**config.mk**
```make
export PLATFORM = sky130hd
export DESIGN_NAME = gpio_tone_gen_flat
export DESIGN_NICKNAME = d
export VERILOG_FILES = /design/src/rtl/gpio_tone_gen_if.sv /design/src/rtl/gpio_tone_gen.sv /design/src/flat_wrapper.sv
export SDC_FILE = /design/constraint.sdc
export NUM_CORES = 1
export LEC_CHECK = 0
export CORE_MARGIN = 5
export CORE_UTILIZATION = 40
export CTS_CLUSTER_SIZE = 10
export DETAILED_ROUTE_END_ITERATION = 16
export PLACE_DENSITY_LB_ADDON = 0.05
export RECOVER_POWER = 50
export SETUP_SLACK_MARGIN = 0.2
export SLEW_MARGIN = 10
export SYNTH_ARGS = -nofsm -noshare
export SYNTH_HDL_FRONTEND = slang
export SYNTH_SLANG_ARGS = --single-unit
```
**constraint.sdc**
```tcl
create_clock -name clk -period 3.5 [get_ports clk]
set_clock_uncertainty 0.2 [all_clocks]
set_input_delay 0.35 -clock clk [delete_from_list [all_inputs] [get_ports clk]]
set_output_delay 0.35 -clock clk [all_outputs]
set_load 0.01 [all_outputs]
```
**src/rtl/gpio_tone_gen_if.sv**
```systemverilog
// Command/status bundle for gpio_tone_gen: master issues tone commands, slave returns pin/busy/done.
// Latency: none (wires only). Backpressure: none, the slave accepts one command every cycle.
// GPIO_TONE_IRQ_EN adds the irq output and irq_clr write-1-to-clear input.
interface gpio_tone_gen_if #(
    parameter int NUM_CH = 4,
    parameter int CNT_W  = 24,
    parameter int DUR_W  = 16
) ();
    localparam int CH_W = (NUM_CH > 1) ? $clog2(NUM_CH) : 1;

    logic              wr_en;
    logic [CH_W-1:0]   wr_ch;
    logic [CNT_W-1:0]  wr_half;
    logic [DUR_W-1:0]  wr_dur;
    logic [NUM_CH-1:0] pin;
    logic [NUM_CH-1:0] busy;
    logic [NUM_CH-1:0] done;
`ifdef GPIO_TONE_IRQ_EN
    logic              irq;
    logic [NUM_CH-1:0] irq_clr;
`endif

    modport master (
        output wr_en, wr_ch, wr_half, wr_dur,
`ifdef GPIO_TONE_IRQ_EN
        output irq_clr,
        input  irq,
`endif
        input  pin, busy, done
    );

    modport slave (
        input  wr_en, wr_ch, wr_half, wr_dur,
`ifdef GPIO_TONE_IRQ_EN
        input  irq_clr,
        output irq,
`endif
        output pin, busy, done
    );
endinterface

```
**src/rtl/gpio_tone_gen.sv**
```systemverilog
// Multi-channel square-wave tone generator; each channel plays half-period/duration tones.
// Latency: command in cycle t drives pin/busy at t+1; done and irq (GPIO_TONE_IRQ_EN) are registered.
// Backpressure: none, every channel accepts a command every cycle; out-of-range wr_ch is dropped.
module gpio_tone_gen #(
    parameter int NUM_CH = 4,
    parameter int CNT_W  = 24,
    parameter int DUR_W  = 16
) (
    input  logic            clk,
    input  logic            resetn,
    gpio_tone_gen_if.slave  bus
);
    localparam int CH_W = (NUM_CH > 1) ? $clog2(NUM_CH) : 1;

    typedef enum logic [1:0] {
        ST_IDLE = 2'd0,
        ST_HIGH = 2'd1,
        ST_LOW  = 2'd2
    } tone_st_t;

    logic [NUM_CH-1:0] pin_w;
    logic [NUM_CH-1:0] busy_w;
    logic [NUM_CH-1:0] done_w;

    genvar i;
    generate
        for (i = 0; i < NUM_CH; i++) begin : g_ch
            tone_st_t         st_q, st_n;
            logic [CNT_W-1:0] half_q, half_n;
            logic [CNT_W-1:0] cnt_q, cnt_n;
            logic [DUR_W-1:0] dur_q, dur_n;
            logic             done_n;
            logic             pin_q, busy_q, done_q;
            logic             cmd;

            // Values of wr_ch >= NUM_CH never match any generated channel index.
            assign cmd = bus.wr_en && (bus.wr_ch == CH_W'(i));

            always_comb begin
                st_n   = st_q;
                half_n = half_q;
                cnt_n  = cnt_q;
                dur_n  = dur_q;
                done_n = 1'b0;
                if (cmd) begin
                    cnt_n = '0;
                    if (bus.wr_half == '0) begin
                        st_n  = ST_IDLE;
                        dur_n = '0;
                    end else begin
                        st_n   = ST_HIGH;
                        half_n = bus.wr_half;
                        dur_n  = bus.wr_dur;
                    end
                end else if (st_q != ST_IDLE) begin
                    if (cnt_q == half_q - CNT_W'(1)) begin
                        cnt_n = '0;
                        if (st_q == ST_HIGH) begin
                            st_n = ST_LOW;
                        end else if (dur_q == DUR_W'(1)) begin
                            st_n   = ST_IDLE;
                            dur_n  = '0;
                            done_n = 1'b1;
                        end else begin
                            // dur_q == 0 means continuous: hold it at zero.
                            st_n = ST_HIGH;
                            if (dur_q != '0) dur_n = dur_q - DUR_W'(1);
                        end
                    end else begin
                        cnt_n = cnt_q + CNT_W'(1);
                    end
                end
            end

            always_ff @(posedge clk or negedge resetn) begin
                if (!resetn) begin
                    st_q   <= ST_IDLE;
                    half_q <= '0;
                    cnt_q  <= '0;
                    dur_q  <= '0;
                    pin_q  <= 1'b0;
                    busy_q <= 1'b0;
                    done_q <= 1'b0;
                end else begin
                    st_q   <= st_n;
                    half_q <= half_n;
                    cnt_q  <= cnt_n;
                    dur_q  <= dur_n;
                    pin_q  <= (st_n == ST_HIGH);
                    busy_q <= (st_n != ST_IDLE);
                    done_q <= done_n;
                end
            end

            assign pin_w[i]  = pin_q;
            assign busy_w[i] = busy_q;
            assign done_w[i] = done_q;
        end
    endgenerate

    assign bus.pin  = pin_w;
    assign bus.busy = busy_w;
    assign bus.done = done_w;

`ifdef GPIO_TONE_IRQ_EN
    logic [NUM_CH-1:0] pend_q;
    logic [NUM_CH-1:0] pend_n;
    logic              irq_q;

    // A new done beats a simultaneous clear of the same bit.
    assign pend_n = (pend_q & ~bus.irq_clr) | done_w;

    always_ff @(posedge clk or negedge resetn) begin
        if (!resetn) begin
            pend_q <= '0;
            irq_q  <= 1'b0;
        end else begin
            pend_q <= pend_n;
            irq_q  <= |pend_n;
        end
    end

    assign bus.irq = irq_q;
`endif
endmodule

```
**src/flat_wrapper.sv**
```systemverilog
// flat-port wrapper written by rule: the top's interface ports become plain ports
module gpio_tone_gen_flat 
#(
    parameter int NUM_CH = 4,
    parameter int CNT_W  = 24,
    parameter int DUR_W  = 16
)
  (clk, resetn, bus_wr_en, bus_wr_ch, bus_wr_half, bus_wr_dur, bus_pin, bus_busy, bus_done);
  gpio_tone_gen_if #(.NUM_CH(NUM_CH), .CNT_W(CNT_W), .DUR_W(DUR_W)) bus_i ();
  input  logic clk;
  input  logic resetn;
  input wire logic [$bits(bus_i.wr_en)-1:0] bus_wr_en;
  input wire logic [$bits(bus_i.wr_ch)-1:0] bus_wr_ch;
  input wire logic [$bits(bus_i.wr_half)-1:0] bus_wr_half;
  input wire logic [$bits(bus_i.wr_dur)-1:0] bus_wr_dur;
  output wire logic [$bits(bus_i.pin)-1:0] bus_pin;
  output wire logic [$bits(bus_i.busy)-1:0] bus_busy;
  output wire logic [$bits(bus_i.done)-1:0] bus_done;
  assign bus_i.wr_en = bus_wr_en;
  assign bus_i.wr_ch = bus_wr_ch;
  assign bus_i.wr_half = bus_wr_half;
  assign bus_i.wr_dur = bus_wr_dur;
  assign bus_pin = bus_i.pin;
  assign bus_busy = bus_i.busy;
  assign bus_done = bus_i.done;
  gpio_tone_gen #(.NUM_CH(NUM_CH), .CNT_W(CNT_W), .DUR_W(DUR_W)) u_core (.clk(clk), .resetn(resetn), .bus(bus_i));
endmodule
```
* Word-level counts from Yosys, hierarchy flattened
Index checks and enable logic that the tools add are counted.
Cells by class: $add $sub $neg 12, equality and inequality tests 23, multiplexer cells 78, bitwise logic cells 1, reduce and logical (&&, ||, !) cells 38
Operators with widths (number):
- $mux 16 | 25
- $mux 24 | 12
- $add 24x1->24 const B | 4
- $eq 24x24->1 | 4
- $sub 24x1->24 const B | 4
- $eq 16x1->1 const B | 4
- $reduce_bool 16->1 | 4
- $sub 16x1->16 const B | 4
- $mux 2 | 16
- $reduce_bool 2->1 | 16
- $mux 1 | 25
- $logic_not 24->1 | 1
- $eq 2x1->1 const B | 9
- $reduce_and 4->1 | 4
- $reduce_bool 3->1 | 4
- $ne 2x1->1 const B | 4
- $reduce_and 2->1 | 4
- $eq 2x2->1 const B | 2
- $logic_and 1x1->1 | 4
- $logic_not 2->1 | 1
- $not 1->1 | 1
Word-level totals: bits in registers 276, output and inout bits 12, logic and storage cells 180

* Longest topological paths before layout
word-level depth 7, gate-level depth with buffers 13

* Worst setup path before layout
No wires, ideal clock.
kind reg-to-reg, start register u_core.g_ch[0].half_q[0], end register u_core.g_ch[0].dur_q[7], setup time 0.082 ns, data arrival time 3.354 ns, data required time 3.218 ns, path slack -0.136 ns, stages on the path, launching flop included 11, path buffers 0, period minus slack after synthesis 3.636 ns, cell sequence dfrtp_1 > inv_1 > ha_1 > nor3b_2 > nand4_1 > or3_1 > a2111oi_0 > nand3_1 > or4_1 > or4_1 > a31oi_1
Between the ends: cells in the longest elaborated chain, start to end 4
RTL lines:
- from (decl) | line gpio_tone_gen.sv:29 | logic [CNT_W-1:0] half_q, half_n;
- from (signal assigned) | line gpio_tone_gen.sv:86 | half_q <= half_n;
- $sub 24x1->24 | line gpio_tone_gen.sv:56 | if (cnt_q == half_q - CNT_W'(1)) begin
- $eq 24x24->1 | line gpio_tone_gen.sv:56
- $reduce_bool 2->1 (no line)
- $reduce_and 4->1 (no line)
- to (signal assigned) | line gpio_tone_gen.sv:88 | dur_q <= dur_n;
- to (decl) | line gpio_tone_gen.sv:31 | logic [DUR_W-1:0] dur_q, dur_n;
Every way passes these cells. A chain may end at the register's enable or synchronous reset.

* Worst setup path after layout
start register u_core.g_ch[2].half_q[11], end register u_core.g_ch[2].dur_q[15]
Between the ends: cells in the longest elaborated chain, start to end 4
RTL lines (line):
- from (decl) | gpio_tone_gen.sv:29
- from (signal assigned) | gpio_tone_gen.sv:86
- $sub 24x1->24 | gpio_tone_gen.sv:56
- $eq 24x24->1 | gpio_tone_gen.sv:56
- $reduce_bool 2->1 (no line)
- $reduce_and 4->1 (no line)
- to (signal assigned) | gpio_tone_gen.sv:88
- to (decl) | gpio_tone_gen.sv:31
Every way passes these cells.

==> results.toml <==
[clocking]
htree_levels = 2
cts_sinks = 276
cts_buffer_depth = 3
clk_pin_slew_ps = 60
root_buffer = "clkbuf_16"
clkLatencyLatePin_ps = 550
cts_made_buffers = 37
cts_tree = "built"

[cells_and_area]
fin_util_pct = 52.0
drive_gt1_share_pct = 24.1
n_antenna_cell = 0
nFillCells = 3899
areaGrowthSynthToFinish_pct = 29.0
finalNetCount = 2200

[sta]
rsz0062_at_grt = "true"
fmax_mhz = 266
min_period_ps = 3760
finalHoldWorstSlack_ps = 302
max_slew_margin_pct = -74.1
post-route-period-util_pct = 107
worst_pin_slew_ps = 2610
setup_viol = 43
final_hold_viol_count = 0
final.setup.worst_slack_ps = -262
slew_violations = 99

[worst_setup_path]
critPathMaxStageDelay_ps = 560
arrival_ps = 4030
cp_top_family = "simple AND/OR/NAND/NOR gates"
critPathKind = "reg2reg"
crit-reg2reg-launch = "u_core.g_ch[2].half_q[11]$_DFFE_PN0P_"
cp_data_required_time_ps = 3770
crit_path_cell_trace = "or4_4 -> or4b_4 -> or3b_4 -> and4bb_1 -> nor4_1 -> a211oi_2 -> buf_4 -> nand3_4 -> or4b_1 -> a31oi_1"
worstPathMaxFanout = 6
end_kind = "flip-flop"
cp-start-kind = "flip-flop"
startpoint = "u_core.g_ch[2].half_q[11]$_DFFE_PN0P_"
path_buf_inv = 1
slowest_stage = "or4b_4"

[synthesis]
post_synth.cell_area_avg_sq_um = 8.85
yosysTopAreaCell = "dfrtp_1"
synth.top_cell.area_share_pct = 40.9
ys_seq_area_share_pct = 40.9
synth-edff-count = 0
synth_compound_gate_area_share_pct = 10.9
yosysWarnings = 0
syn_area_sq_um = 16900
synth-xor-area-share_pct = 11.3
synth_nets = 1968
synth_adder_area_share_pct = 1.19
synth_area_leaders = "dfrtp_1 (41%), xnor2_1 (6.1%), xor2_1 (5.2%)"
syn_inst = 1907
synth_top_family_by_area = "simple AND/OR/NAND/NOR gates"
synth-seq-cells = 276
synth_flop_cell = "dfrtp_1"
ys_types = 78
synth_async_sr_flop_share_pct = 100
synthMuxAreaShare_pct = 5.90
synth-simple-area-share_pct = 26.5

[drt]
viasPerCell = 5.54
antenna_left = 0
drt_first_pass_iters = 5
vias = 15000
drcViolationCount = 0
detail_route.wl_per_cell_microns = 19.2
dr.first_iter.drc_count = 942
wirelength_microns = 51900

[global_routing]
grt.busiest_layer = "met2"
met2_usage_pct = 34.8
antenna_found_initial = 2
met3_usage_pct = 3.41
track_usage_pct = 21.9
grt_pass1_vias = 14700
grt_max_degree = 100
grt_first_pass_wirelength_microns = 82200
overflow = 0
met1_usage_pct = 30.8

[power]
intPower_w = 0.00706
sequentialPowerShare_pct = 39.8
power_density_nw_per_um2 = 479
combPwrFrac_pct = 25.3
p_sw_share_pct = 32.3
power_leakage_nw = 8.93
vdd_ir_drop_max_uv = 273
power.clock.fraction_pct = 34.9
p_switching_w = 0.00337

[die]
io_pins = 57
die_height_microns = 215
rows = 75
start_util_pct = 40.3
core_sq_um = 41900
dieArea_sq_um = 46400
die_x_microns = 215

[placed_design]
dp_hpwl_microns = 36900
pre_cts_slack_ps = -533
place_congestion = 0.890
io_buffers = 56

[run_status]
violations = "max-capacitance violations, max-slew violations, negative setup slack"
outcome = "finished, violations left"

[min_path]
hp-start = "u_core.g_ch[3].half_q[23]$_DFFE_PN0P_"
hold_class = "reg2reg"

[flow_run]
maxCapViolCount = 1
==> metrics by stage <==
step	power (W)	cell area, sq um	TNS (ps)	instances
5_1_grt	0.0110	21800	-13220	2700
6_report	0.0104	21800	-6630	2700
4_1_cts	0.0104	21100	-8160	2688
3_3_place_gp	0.00646	19300	-8150	2599
3_5_place_dp	0.00650	19300	-8800	2599
2_1_floorplan	0.00559	17000	-715	1907
==> final timing paths <==
path	to	slack [ps]	depth (start not counted)
max in group asynchronous	u_core.g_ch[2].dur_q[5]$_DFFE_PN0P_	420	3
hold / removal	u_core.g_ch[3].half_q[23]$_DFFE_PN0P_	300	2
setup reg to reg	u_core.g_ch[2].dur_q[15]$_DFFE_PN0P_	-260	10
min in group asynchronous	u_core.g_ch[2].cnt_q[22]$_DFFE_PN0P_	980	2
hold reg to reg	u_core.g_ch[3].half_q[23]$_DFFE_PN0P_	300	2
setup / recovery	u_core.g_ch[2].dur_q[15]$_DFFE_PN0P_	-260	10
==> registers in the layout (all words and copies together) (netlist names) <==
| name | flops |
|---|---|
| u_core.g_ch.dur_q | 64 |
| u_core.g_ch.st_q | 8 |
| u_core.g_ch.done_q | 4 |
| u_core.g_ch.busy_q | 4 |
| u_core.g_ch.pin_q | 4 |
| u_core.g_ch.half_q | 96 |
| u_core.g_ch.cnt_q | 96 |
==> cell families after synthesis <==
group | after synthesis
compound gates | 289
xor+xnor | 218
fa+ha+maj | 16
buf+inv | 133
flops | 276
mux | 90
simple gates | 885
==> worst reg2reg max path, delay by kind of cell (launching register included) <==
family / cells / cell delay, ps
AO/OA/AOI/OAI: 2 / 470
buffers and inverters: 1 / 210
flip-flops: 1 / 380
AND/OR/NAND/NOR: 7 / 2440
==> routing by layer <==
metal / vias to the layer above / routed length [microns]
met5: - / 0
met4: 0 / 1550
met3: 99 / 2160
met2: 271 / 23900
met1: 7339 / 24300
li1: 7262 / -
==> cells in the final DEF (no fill, tap or decap), drive strengths merged, types with 55 or more instances in the layout <==
cell	count
dfrtp	276
xor2	101
nand2	215
clkbuf	60
nor3	57
xnor2	117
o21ai	63
buf	224
nand3	107
mux2	76
clkdlybuf4s50	55
nor4	56
a21oi	86
nor2	224
==> synthesized netlist by cell type, drive strengths merged, types with 15 or more instances <==
master	number
xor2	101
ha	16
nand4	28
xnor2	117
nand3	106
mux2	76
a31oi	24
nor2	224
or4	19
nand3b	20
nand2	215
o211ai	39
buf	21
a21oi	86
inv	39
clkbuf	73
nor2b	15
dfrtp	276
and3	36
or3	27
o21ai	63
nor4	56
nor3	57
==> cell type report <==
type,instances,area (sq um),share of cell area [%]
Clock inverter,7,76.3,0.351
Tap cell,539,674,3.10
Sequential cell,276,6910,31.8
Timing Repair Buffer,286,2520,11.6
Multi-Input combinational cell,1499,10400,47.7
Clock buffer,54,1060,4.88
Inverter,39,146,0.673
==> power by group through the flow <==
| stage | clock network (W) | registers (W) | logic, W |
|---|---|---|---|
| floorplan | 0 | 0.00404 | 0.00154 |
| global placement | 0 | 0.00415 | 0.00231 |
| detailed placement | 0 | 0.00416 | 0.00234 |
| CTS | 0.00375 | 0.00412 | 0.00249 |
| global route | 0.00387 | 0.00422 | 0.00293 |
| finish | 0.00364 | 0.00415 | 0.00264 |
==> what timing repair did <==
action                     4_1_cts  5_1_grt
gates resized for setup         77      142
hold buffers                     1        0
setup endpoints to repair      137      167
pin swaps                       47       91
cloned                           2        0
hold endpoints to repair        92        0
setup buffers                   25       12
(Power assumes the default switching activity.)
